## config.mk

```make
export PLATFORM = sky130hd
export DESIGN_NAME = seg7_mux_display_flat
export DESIGN_NICKNAME = d
export VERILOG_FILES = /design/src/rtl/seg7_mux_display_if.sv /design/src/rtl/seg7_mux_display.sv /design/src/flat_wrapper.sv
export SDC_FILE = /design/constraint.sdc
export NUM_CORES = 1
export LEC_CHECK = 0
export CELL_PAD_IN_SITES_DETAIL_PLACEMENT = 1
export CELL_PAD_IN_SITES_GLOBAL_PLACEMENT = 1
export CORE_MARGIN = 2
export CORE_UTILIZATION = 46
export DETAILED_ROUTE_END_ITERATION = 6
export PLACE_DENSITY_LB_ADDON = 0.2
export SLEW_MARGIN = 20
export SYNTH_ARGS = -nofsm -noshare
export SYNTH_HDL_FRONTEND = slang
export SYNTH_SLANG_ARGS = --single-unit
```

## constraint.sdc

```tcl
create_clock -name slow_clk -period 2.7 [get_ports slow_clk]
set_input_delay 0.54 -clock slow_clk [delete_from_list [all_inputs] [get_ports slow_clk]]
set_output_delay 0.54 -clock slow_clk [all_outputs]
set_load 0.01 [all_outputs]
```

## src/rtl/seg7_mux_display_if.sv

```systemverilog
// Bus between the display driver and its host: value/load request in, status and pin drive out.
// The host (master) drives number/load; the driver (slave) returns busy/overflow and the pin signals.
interface seg7_mux_display_if #(
    parameter int NUM_DIGITS = 4,
    parameter int DATA_WIDTH = 14
);
    logic [DATA_WIDTH-1:0] number;
    logic                  load;
    logic                  busy;
    logic                  overflow;
    logic [6:0]            seg7;
    logic [NUM_DIGITS-1:0] select;

    modport master (output number, load, input busy, overflow, seg7, select);
    modport slave  (input number, load, output busy, overflow, seg7, select);
endinterface

```

## src/rtl/seg7_mux_display.sv

```systemverilog
// N-digit multiplexed 7-segment driver: sequential double-dabble conversion plus registered digit scan.
// Optional feature macro: LEADING_ZERO_BLANK_EN (blank zero digits above the most significant nonzero one).
module seg7_mux_display #(
    parameter int NUM_DIGITS = 4,
    parameter int DATA_WIDTH = 14
) (
    input  logic               slow_clk,
    input  logic               reset,
    seg7_mux_display_if.slave  bus
);
    localparam int DISP_W = 4 * NUM_DIGITS;
    localparam int BCD_W  = DISP_W + 4;
    localparam int IDX_W  = $clog2(NUM_DIGITS);
    localparam int CNT_W  = $clog2(DATA_WIDTH) + 1;
    localparam longint unsigned LIMIT = 64'(10 ** NUM_DIGITS);
    localparam logic [6:0] SEG_BLANK = 7'h7F;
    localparam logic [6:0] SEG_DASH  = 7'b0111111;

    typedef enum logic [1:0] {IDLE, SHIFT, COMMIT} state_t;

    state_t              state_q, state_d;
    logic [DATA_WIDTH-1:0] shift_q;
    logic [BCD_W-1:0]    bcd_q, bcd_adj;
    logic [CNT_W-1:0]    cnt_q;
    logic                big_q;
    logic [DISP_W-1:0]   digits_q;
    logic [IDX_W-1:0]    idx_q;
    logic [NUM_DIGITS-1:0] blank;
    logic [3:0]          cur_digit;

    function automatic logic [6:0] decode(input logic [3:0] d);
        case (d)
            4'd0: decode = 7'h40;
            4'd1: decode = 7'h79;
            4'd2: decode = 7'h24;
            4'd3: decode = 7'h30;
            4'd4: decode = 7'h19;
            4'd5: decode = 7'h12;
            4'd6: decode = 7'h02;
            4'd7: decode = 7'h78;
            4'd8: decode = 7'h00;
            4'd9: decode = 7'h10;
            default: decode = SEG_BLANK;
        endcase
    endfunction

    always_ff @(posedge slow_clk or posedge reset) begin
        if (reset) state_q <= IDLE;
        else       state_q <= state_d;
    end

    // NOTE: every always_comb output gets a default first so no path can infer a latch.
    always_comb begin
        state_d = state_q;
        case (state_q)
            IDLE:    if (bus.load) state_d = SHIFT;
            SHIFT:   if (cnt_q == CNT_W'(DATA_WIDTH - 1)) state_d = COMMIT;
            COMMIT:  state_d = IDLE;
            default: state_d = IDLE;
        endcase
    end

    // Double-dabble correction: any nibble >= 5 gets +3 before the shift.
    always_comb begin
        bcd_adj = bcd_q;
        for (int i = 0; i < NUM_DIGITS + 1; i++) begin
            if (bcd_q[4*i +: 4] >= 4'd5) bcd_adj[4*i +: 4] = bcd_q[4*i +: 4] + 4'd3;
        end
    end

    always_ff @(posedge slow_clk or posedge reset) begin
        if (reset) begin
            shift_q      <= '0;
            bcd_q        <= '0;
            cnt_q        <= '0;
            big_q        <= 1'b0;
            digits_q     <= '0;
            bus.busy     <= 1'b0;
            bus.overflow <= 1'b0;
        end else begin
            case (state_q)
                IDLE: if (bus.load) begin
                    shift_q  <= bus.number;
                    bcd_q    <= '0;
                    cnt_q    <= '0;
                    big_q    <= (64'(bus.number) >= LIMIT);
                    bus.busy <= 1'b1;
                end
                SHIFT: begin
                    {bcd_q, shift_q} <= {bcd_adj[BCD_W-2:0], shift_q, 1'b0};
                    if (bcd_adj[BCD_W-1]) big_q <= 1'b1;
                    cnt_q <= cnt_q + 1'b1;
                end
                COMMIT: begin
                    digits_q     <= bcd_q[DISP_W-1:0];
                    bus.overflow <= big_q | (|bcd_q[BCD_W-1:DISP_W]);
                    bus.busy     <= 1'b0;
                end
                default: ;
            endcase
        end
    end

`ifdef LEADING_ZERO_BLANK_EN
    logic seen;
    always_comb begin
        seen  = 1'b0;
        blank = '0;
        for (int i = NUM_DIGITS - 1; i >= 1; i--) begin
            seen     = seen | (digits_q[4*i +: 4] != 4'd0);
            blank[i] = ~seen;
        end
    end
`else
    assign blank = '0;
`endif

    assign cur_digit = digits_q[{idx_q, 2'b00} +: 4];

    // Scan runs free of the converter; outputs for idx land one edge after idx.
    always_ff @(posedge slow_clk or posedge reset) begin
        if (reset) begin
            idx_q      <= '0;
            bus.select <= '1;
            bus.seg7   <= SEG_BLANK;
        end else begin
            idx_q      <= (idx_q == IDX_W'(NUM_DIGITS - 1)) ? '0 : idx_q + 1'b1;
            bus.select <= ~(NUM_DIGITS'(1) << idx_q);
            if (bus.overflow)      bus.seg7 <= SEG_DASH;
            else if (blank[idx_q]) bus.seg7 <= SEG_BLANK;
            else                   bus.seg7 <= decode(cur_digit);
        end
    end
endmodule

```

## src/flat_wrapper.sv

```systemverilog
// flat-port wrapper written by rule: the top's interface ports become plain ports
module seg7_mux_display_flat 
#(
    parameter int NUM_DIGITS = 4,
    parameter int DATA_WIDTH = 14
)
  (slow_clk, reset, bus_number, bus_load, bus_busy, bus_overflow, bus_seg7, bus_select);
  seg7_mux_display_if #(.NUM_DIGITS(NUM_DIGITS), .DATA_WIDTH(DATA_WIDTH)) bus_i ();
  input  logic slow_clk;
  input  logic reset;
  input wire logic [$bits(bus_i.number)-1:0] bus_number;
  input wire logic [$bits(bus_i.load)-1:0] bus_load;
  output wire logic [$bits(bus_i.busy)-1:0] bus_busy;
  output wire logic [$bits(bus_i.overflow)-1:0] bus_overflow;
  output wire logic [$bits(bus_i.seg7)-1:0] bus_seg7;
  output wire logic [$bits(bus_i.select)-1:0] bus_select;
  assign bus_i.number = bus_number;
  assign bus_i.load = bus_load;
  assign bus_busy = bus_i.busy;
  assign bus_overflow = bus_i.overflow;
  assign bus_seg7 = bus_i.seg7;
  assign bus_select = bus_i.select;
  seg7_mux_display #(.NUM_DIGITS(NUM_DIGITS), .DATA_WIDTH(DATA_WIDTH)) u_core (.slow_clk(slow_clk), .reset(reset), .bus(bus_i));
endmodule
```

Word level (Yosys, flattened, before mapping)
Memory sizes are Yosys's and may differ from the RTL's.
Cells that the tools add are included.
Storage, ports and cells
  register bits: 73
  memory bits (read-only): 112
  input port bits: 17
  memories kept: 1
Memory list
  (no name shown): depth 16, bits a word 7, read ports 1, clocked after Yosys merged registers in 0, wr ports 0, RTL line seg7_mux_display.sv:32  | case (d)
Operators by class
  multiplexer cells: 24
  $lt $le $gt $ge: 7
  shifts and indexed selects: 2
  reductions and logical operators: 8
  add/subtract/negate cells: 7
  equal/unequal tests: 7
  bitwise operators: 2
Operator list (count)
  20-bit case mux with 2 select lines: 1
  14-bit case mux with 2 select lines: 1
  4-bit by 2-bit adder with 4-bit output, second input constant: 5
  4-bit by 3-bit greater-or-equal comparator with 1-bit output, second input constant: 5
  20-bit 2-to-1 mux: 1
  4-bit 2-to-1 mux: 5
  16-bit by 5-bit indexed part select with 4-bit output: 1
  14-bit greater-or-equal comparator, second input constant: 1
  14-bit 2-to-1 mux: 1
  7-bit 2-to-1 mux: 2
  5-bit case mux with 2 select lines: 1
  2-bit 2-to-1 mux: 3
  2-bit AND reduction: 3
  5-bit by 1-bit adder with 5-bit output, second input constant: 1
  5-bit by 4-bit equality test with 1-bit output, second input constant: 1
  5-bit 2-to-1 mux: 1
  2-bit equality test, second input constant: 2
  1-bit 2-to-1 mux: 4
  2-bit by 1-bit inequality test with 1-bit output, second input constant: 2
  4-bit NOT: 1
  1-bit case mux with 2 select lines: 2
  2-bit case mux with 2 select lines: 1
  2-bit nonzero test: 2
  4-bit OR reduction: 1
  9 further kinds: 9

Logic depth before layout (Yosys ltp)
Gate-level depths: netlist of run 1.
  depth after elaboration: 4
  mapped depth: 8
  gate-level depth less buffers: 7

Worst setup path before layout of run 1
No wires, ideal clock.
  path kind: register to register
  from: register u_core.idx_q[0]
  to: register u_core.bus.seg7[4]
  stages on the path, launching flop included: 9
  setup slack: 0.843 ns
  buffers on the path: 1
  required time: 2.623 ns
  data arrival time: 1.780 ns
  path through: dfrtp_1 buf_6 mux4_1 inv_1 ha_1 inv_1 a21oi_1 o21ai_1 a21o_1
Between the ends
  cells in the longest elaborated chain, start to end: 4
Ends and longest elaborated chain
  from (decl): RTL line seg7_mux_display.sv:27  | logic [IDX_W-1:0] idx_q;
  from (signal assigned): RTL line seg7_mux_display.sv:127  | idx_q <= (idx_q == IDX_W'(NUM_DIGITS - 1)) ? '0 : idx_q + 1'b1;
  16-bit by 5-bit indexed part select with 4-bit output / 1-bit binary-select mux with 2-bit select (equally long branches): RTL line seg7_mux_display.sv:118, seg7_mux_display.sv:130
  memory 16 x 7 bit / 1-bit 2-to-1 mux (equally long branches)
  7-bit 2-to-1 mux (*): RTL line seg7_mux_display.sv:130  | else if (blank[idx_q]) bus.seg7 <= SEG_BLANK;
  7-bit 2-to-1 mux (*): RTL line seg7_mux_display.sv:129  | if (bus.overflow) bus.seg7 <= SEG_DASH;
  to (signal assigned): RTL line seg7_mux_display.sv:131  | else bus.seg7 <= decode(cur_digit);
  to (decl): RTL line seg7_mux_display_if.sv:15  | modport slave (input number, load, output busy, overflow, seg7, select);
Mark *: on every way between the ends. The rest lies on a longest branch, timed or not. The select of a mux whose other input is x is not followed.
A chain may end at the register's enable or synchronous reset.

Final worst setup path of run 1
Ends and elaborated chain as after synthesis.

==> impl_metrics.csv, run 1 <==
group,metric,value,unit
run_status,outcome,"finished clean",
placed_design,place_hpwl,5790,um
global_route,grt_pass1_vias,2807,
pwr,peakVddDrop,0.4422,mV
floorplanning,design.die.area,8739,um^2
routing,first_pass_iters,4,
routing,routedWlPerCell,17.54,um
timing,fmax,0.4696,GHz
floorplanning,rows,32,
synthesis,async_flop_share,1.000,
cts,clkLatencyLatePin,0.34,ns
timing,fin_crit_sh,0.7887,
global_route,grt_max_degree,35,
finish,n_fill_cell,824,
floorplanning,io_pins,30,
timing,slew_viol_final,0,
routing,dr_total_vias,2635,
timing,maxSlewHeadroom,0.5596,
finish,antenna_cells,0,
placed_design,port_buffers,29,
synthesis,synth_edf_count,0,
worst_setup_path,path_class,"reg -> reg",
finish,multi_input_area,1668,um^2
routing,met1_length,3815,um
synthesis,yosysWarnings,0,
hold_path,hold_path.class,"reg -> reg",
cts,cts_root_buffer,"clkbuf_8",
worst_setup_path,required,2.98,ns
global_route,grt_use_total,0.2062,
synthesis,synth_fp_nets,370,
cts,cts.clk_slew.worst_paths,0.08,ns
cts,clkSinkCount,73,
synthesis,synth_top_area_frac,0.4212,
timing,max_slew.worst_pin.slew,0.6606,ns
global_route,grt_pass1_wl,13870,um
worst_setup_path,critPathMaxStageDelay,0.69,ns
timing,rsz0062_at_grt,"false",
floorplanning,die_h,93.49,um
job,maxCapViolCount,0,
routing,highest_layer,"met4",
cts,post_cts.repair.setup_buffers,0,
synthesis,synth_area_leaders,"dfrtp_1, ha_1, dfstp_2",
worst_setup_path,cp.arrival,2.41,ns
routing,dr_wl_met2,4024,um
cts,cts_made_buffers,9,
placed_design,gp_congestion,0.7596,
worst_setup_path,crit_fanout,8,
worst_setup_path,critPathSlowestCell,"mux4_1",
timing,final.setup.tns,0,ns
pwr,power_leakage,1.894,nW
routing,ant_nets,0,
timing,hold_viol_final,0,
pwr,powerDensity,1002,nW/um^2
synthesis,yosysSeqAreaShare,0.4997,
finish,area.growth.synth_to_final,17.43,%
synthesis,synthFlopType,"dfrtp_1",
routing,first_iter_violations,104,
timing,setup_viol_count_final,0,
timing,fin_crit,2.129,ns
finish,ff_latch_area,1841,um^2
floorplanning,initial_core_util,0.4767,
worst_setup_path,critPathBufInv,2,
cts,cts_tree,"yes",
timing,finClkSkew,0.008519,ns
synthesis,ys_types,40,
finish,final_nets,402,
global_route,grt-ovfl-total,0,
worst_setup_path,end_kind,"register",
global_route,antenna_found_initial,0,
worst_setup_path,startpoint_type,"register",
synthesis,synth_seq_cells,73,
floorplanning,coreArea,7727,um^2
cts,clk_path_buf_depth,2,
worst_setup_path,crit_family,"multiplexers",
finish,drive_gt1_frac,0.1230,
synthesis,syn_inst,329,
synthesis,syn_area_per_cell,11.20,um^2
routing,finalWirelength,8210,um
cts,htree_levels,3,
worst_setup_path,crit_top_cell,"inv_1",
synthesis,syn_area,3684,um^2
synthesis,synth_area_leader_cell,"dfrtp_1",
cts,cts_resized,0,
floorplanning,die_w,93.49,um
routing,via_per_inst,5.630,
worst_setup_path,crit_path_cell_trace,"mux4_1 > inv_1 > ha_1 > inv_1 > a21oi_1 > o21ai_1 > a21o_1",
routing,drc,0,
synthesis,yosysMostFrequentCell,"dfrtp_1",
timing,whs,0.4803,ns
routing,dr_wl_met3,251,um
synthesis,synth_common_cells,"dfrtp_1, a21oi_1, ha_1, inv_1, o21ai_1",
cts,holdBufCountCts,0,
==> metal layers <==
metal,vias to the layer above,GRT usage
met5,-,0
met4,0,0.07966
met3,11,0.03304
met2,36,0.3297
met1,1349,0.2821
li1,1239,-
==> metrics by stage <==
| stage | util | instance area, um^2 | power (mW) | std cells | setup slack (ns) |
|---|---|---|---|---|---|
| after CTS | 0.5597 | 4325 | 4.379 | 468 | 0.5659 |
| final | 0.5597 | 4325 | 4.333 | 468 | 0.5706 |
| after floorplan | - | 3684 | 2.915 | 329 | 0.3249 |
| after global placement | 0.5301 | 4096 | 3.283 | 452 | 0.7015 |
| after global routing | 0.5597 | 4325 | 4.673 | 468 | 0.4043 |
| after detailed placement | 0.5301 | 4096 | 3.391 | 452 | 0.5797 |
==> power breakdown <==
part | total, mW | internal (mW) | switching, mW | leakage, nW
clock network | 0.972 | 0.568 | 0.404 | 0.115
logic | 1.56 | 0.746 | 0.819 | 0.885
registers | 1.80 | 1.45 | 0.350 | 0.894
total | 4.33 | 2.76 | 1.57 | 1.89
==> layout by cell type (no fill, tap or decap), types with 3 or more instances in the layout <==
cell type        synthesis  layout
dfrtp_1                 62      62
clkdlybuf4s50_1          0      29
a21oi_1                 27      27
ha_1                    24      24
o21ai_1                 23      23
inv_1                   24      23
nor2b_1                 17      16
mux2_1                  16      16
a22oi_1                 13      13
clkbuf_8                 0      11
dfstp_2                 11      11
o22ai_1                 10      10
nor2_1                   9       9
nand2_1                  8       8
buf_4                    1       8
nand2b_1                 7       7
mux2i_1                  7       7
xnor2_1                  6       6
a22o_1                   6       6
o31ai_1                  5       5
a32o_1                   5       5
o21ai_0                  5       5
nor3b_1                  5       5
nand3_1                  4       4
mux4_2                   3       3
==> cells by family after synthesis <==
family	synth area share
xor+xnor	0.01427
mux	0.09341
simple gates	0.09273
fa+ha+maj	0.08152
flops	0.4997
compound gates	0.1702
buf+inv	0.04824
==> sequential cells by signal, summed over array words and instances (netlist names), 2 cells and up <==
| signal | flops |
|---|---|
| u_core.digits_q | 16 |
| u_core.state_q | 2 |
| u_core.bcd_q | 20 |
| u_core.bus.seg7 | 7 |
| u_core.cnt_q | 5 |
| u_core.shift_q | 14 |
| u_core.idx_q | 2 |
| u_core.bus.select | 4 |
==> final cells by class <==
type                    instances  area share
flip-flops and latches         73      0.4255
multi-input cells             215      0.3856
repair buffers                 38     0.08562
clock buffers                  11     0.03500
well taps                     102     0.02951
inverters                      24     0.02083
clock inverters                 5     0.01793
==> final timing paths <==
kind	startpoint	end	depth (start not counted)	slack [ns]
hold reg to reg	u_core.cnt_q[4]$_DFFE_PP0P_	u_core.cnt_q[4]$_DFFE_PP0P_	1	0.48
hold / removal	u_core.cnt_q[4]$_DFFE_PP0P_	u_core.cnt_q[4]$_DFFE_PP0P_	1	0.48
max in group asynchronous	reset	u_core.bcd_q[12]$_DFFE_PP0P_	3	1.52
setup / recovery	u_core.idx_q[0]$_DFF_PP0_	u_core.bus.seg7[4]$_DFF_PP1_	7	0.57
min in group asynchronous	reset	u_core.shift_q[4]$_DFFE_PP0P_	2	0.52
setup reg to reg	u_core.idx_q[0]$_DFF_PP0_	u_core.bus.seg7[4]$_DFF_PP1_	7	0.57
(Power assumes the default switching activity.)
==> run 2: changes to the inputs <==
- clock period: 2.7 -> 2.2 ns (I/O delays scaled with it)
==> run 2 against run 1 <==
Against the previous run: clock skew barely moved; register-to-register slack got worse by 0.27 ns; fmax rose by 12%.
==> impl_metrics.csv, run 2 (synthesized netlist as in run 1, its figures left out) <==
group,metric,value,unit
routing,routedWlPerCell,17.60,um
global_route,grt_pass1_vias,2767,
routing,first_pass_iters,4,
pwr,powerDensity,1239,nW/um^2
finish,final_common_cell,"dfrtp_1",
finish,antenna_cells,0,
finish,final_cell_mix,"dfrtp_1, clkdlybuf4s50_1, a21oi_1",
global_route,antenna_found_initial,0,
floorplanning,die_w,93.49,um
routing,first_iter_violations,100,
cts,clk_path_buf_depth,2,
placed_design,port_buffers,29,
cts,cts_root_buffer,"clkbuf_8",
timing,fin_crit_sh,0.8651,
finish,largest_register_ffs,20,
finish,final_nets,405,
pwr,intPower,3.417,mW
cts,holdBufCountCts,0,
finish,multi_input_area,1668,um^2
run_status,outcome,"finished clean",
job,maxCapViolCount,0,
cts,cts_made_buffers,9,
cts,htree_levels,3,
timing,final.setup.tns,0,ns
floorplanning,coreArea,7727,um^2
worst_setup_path,required,2.49,ns
worst_setup_path,cp.arrival,2.19,ns
global_route,grt_pass1_wl,14050,um
timing,fin_crit,1.903,ns
cts,cts_resized,0,
hold_path,hold_path.class,"reg -> reg",
timing,hold_viol_final,0,
finish,regMostFlops,"u_core.bcd_q",
floorplanning,rows,32,
finish,top_regs,"u_core.bcd_q x20, u_core.digits_q x16, u_core.shift_q x14",
floorplanning,initial_core_util,0.4767,
timing,maxSlewHeadroom,0.5970,
worst_setup_path,startpoint_type,"register",
pwr,seq_power_share,0.408,
placed_design,dp_cells,455,
placed_design,gp_congestion,0.7935,
global_route,grt_max_degree,74,
finish,n_fill_cell,846,
timing,final.setup.worst_slack,0.2969,ns
global_route,grt-ovfl-total,0,
pwr,power_frac_clock,0.224,
finish,area.growth.synth_to_final,18.48,%
finish,drive_gt1_frac,0.1301,
global_route,grt_use_total,0.2096,
pwr,power_leakage,1.910,nW
pwr,peakVddDrop,0.5427,mV
routing,via_per_inst,5.588,
worst_setup_path,end_kind,"register",
floorplanning,io_pins,30,
timing,slew_viol_final,0,
timing,max_slew.worst_pin.slew,0.6045,ns
routing,dr_total_vias,2632,
pwr,comb_power_share,0.368,
floorplanning,design.die.area,8739,um^2
cts,cts_tree,"yes",
finish,fin_cells,471,
finish,ff_latch_area,1841,um^2
pwr,power.switching,1.989,mW
timing,rsz0062_at_grt,"false",
cts,cts.clk_slew.worst_paths,0.08,ns
routing,finalWirelength,8288,um
floorplanning,die_h,93.49,um
timing,finClkSkew,0.008877,ns
cts,clkLatencyLatePin,0.35,ns
timing,fmax,0.5254,GHz
routing,drc,0,
placed_design,pre_cts_ws,0.2996,ns
worst_setup_path,path_class,"reg -> reg",
pwr,switching_share,0.3679,
timing,setup_viol_count_final,0,
placed_design,place_hpwl,5654,um
routing,ant_nets,0,
cts,post_cts.repair.setup_buffers,0,
worst_setup_path,crit_fanout,5,
cts,clkSinkCount,73,
-- run 2: cell count changes in the layout (fill, tap and decap cells not counted) --
cell        previous run  this run
clkinvlp_4             1         2
inv_2                  1         0
buf_4                  8        10
buf_12                 1         2
-- run 2: per-stage QoR --
stage	util	hold slack [ns]	total power [mW]	instance area, um^2
after floorplan	-	0.4384	3.578	3687
after global placement	0.5351	0.4612	4.079	4135
after detailed placement	0.5351	0.4679	4.205	4135
after CTS	0.5648	0.4904	5.462	4364
after global routing	0.5648	0.5181	5.825	4364
final	0.5648	0.4847	5.406	4364
-- run 2: worst paths after layout --
check / from / to / slack, ns / cells past startpoint
worst max-delay path: u_core.idx_q[0]$_DFF_PP0_ / u_core.bus.seg7[4]$_DFF_PP1_ / 0.30 / 7
worst min-delay path: u_core.digits_q[4]$_DFFE_PP0P_ / u_core.digits_q[4]$_DFFE_PP0P_ / 0.48 / 1
worst max register to register: u_core.idx_q[0]$_DFF_PP0_ / u_core.bus.seg7[4]$_DFF_PP1_ / 0.30 / 7
worst min register to register: u_core.digits_q[4]$_DFFE_PP0P_ / u_core.digits_q[4]$_DFFE_PP0P_ / 0.48 / 1
max in group asynchronous: reset / u_core.bus.seg7[2]$_DFF_PP1_ / 1.32 / 3
min in group asynchronous: reset / u_core.bcd_q[8]$_DFFE_PP0P_ / 0.53 / 3
-- run 2: area by class of cell --
class / instances / area share
clock buffer: 11 / 0.03469
clock inverter: 5 / 0.01778
inverter: 24 / 0.02150
multi-input combinational: 215 / 0.3822
sequential: 73 / 0.4217
tap: 102 / 0.02924
timing repair buffer: 41 / 0.09289
-- run 2: worst max-delay path, stage by stage (launching register included) --
cell	delay, ns
dfrtp_1	0.41
mux4_1	0.65
inv_1	0.19
ha_1	0.20
inv_1	0.05
a21oi_1	0.11
o21ai_1	0.08
a21o_1	0.15
-- run 2: power groups by stage --
stage	Sequential (mW)	Combinational [mW]	Clock, mW
floorplan	2.04	1.54	0
global placement	2.20	1.87	0
detailed placement	2.23	1.98	0
CTS	2.21	2.01	1.24
global route	2.27	2.25	1.30
finish	2.20	1.99	1.21
-- run 2: metal layers --
layer	share of wire	wire (um)	track usage
met2	0.48	3945	0.3321
met4	0.014	120	0.07598
met3	0.029	241	0.04351
met1	0.48	3980	0.2847
met5	0	0	0
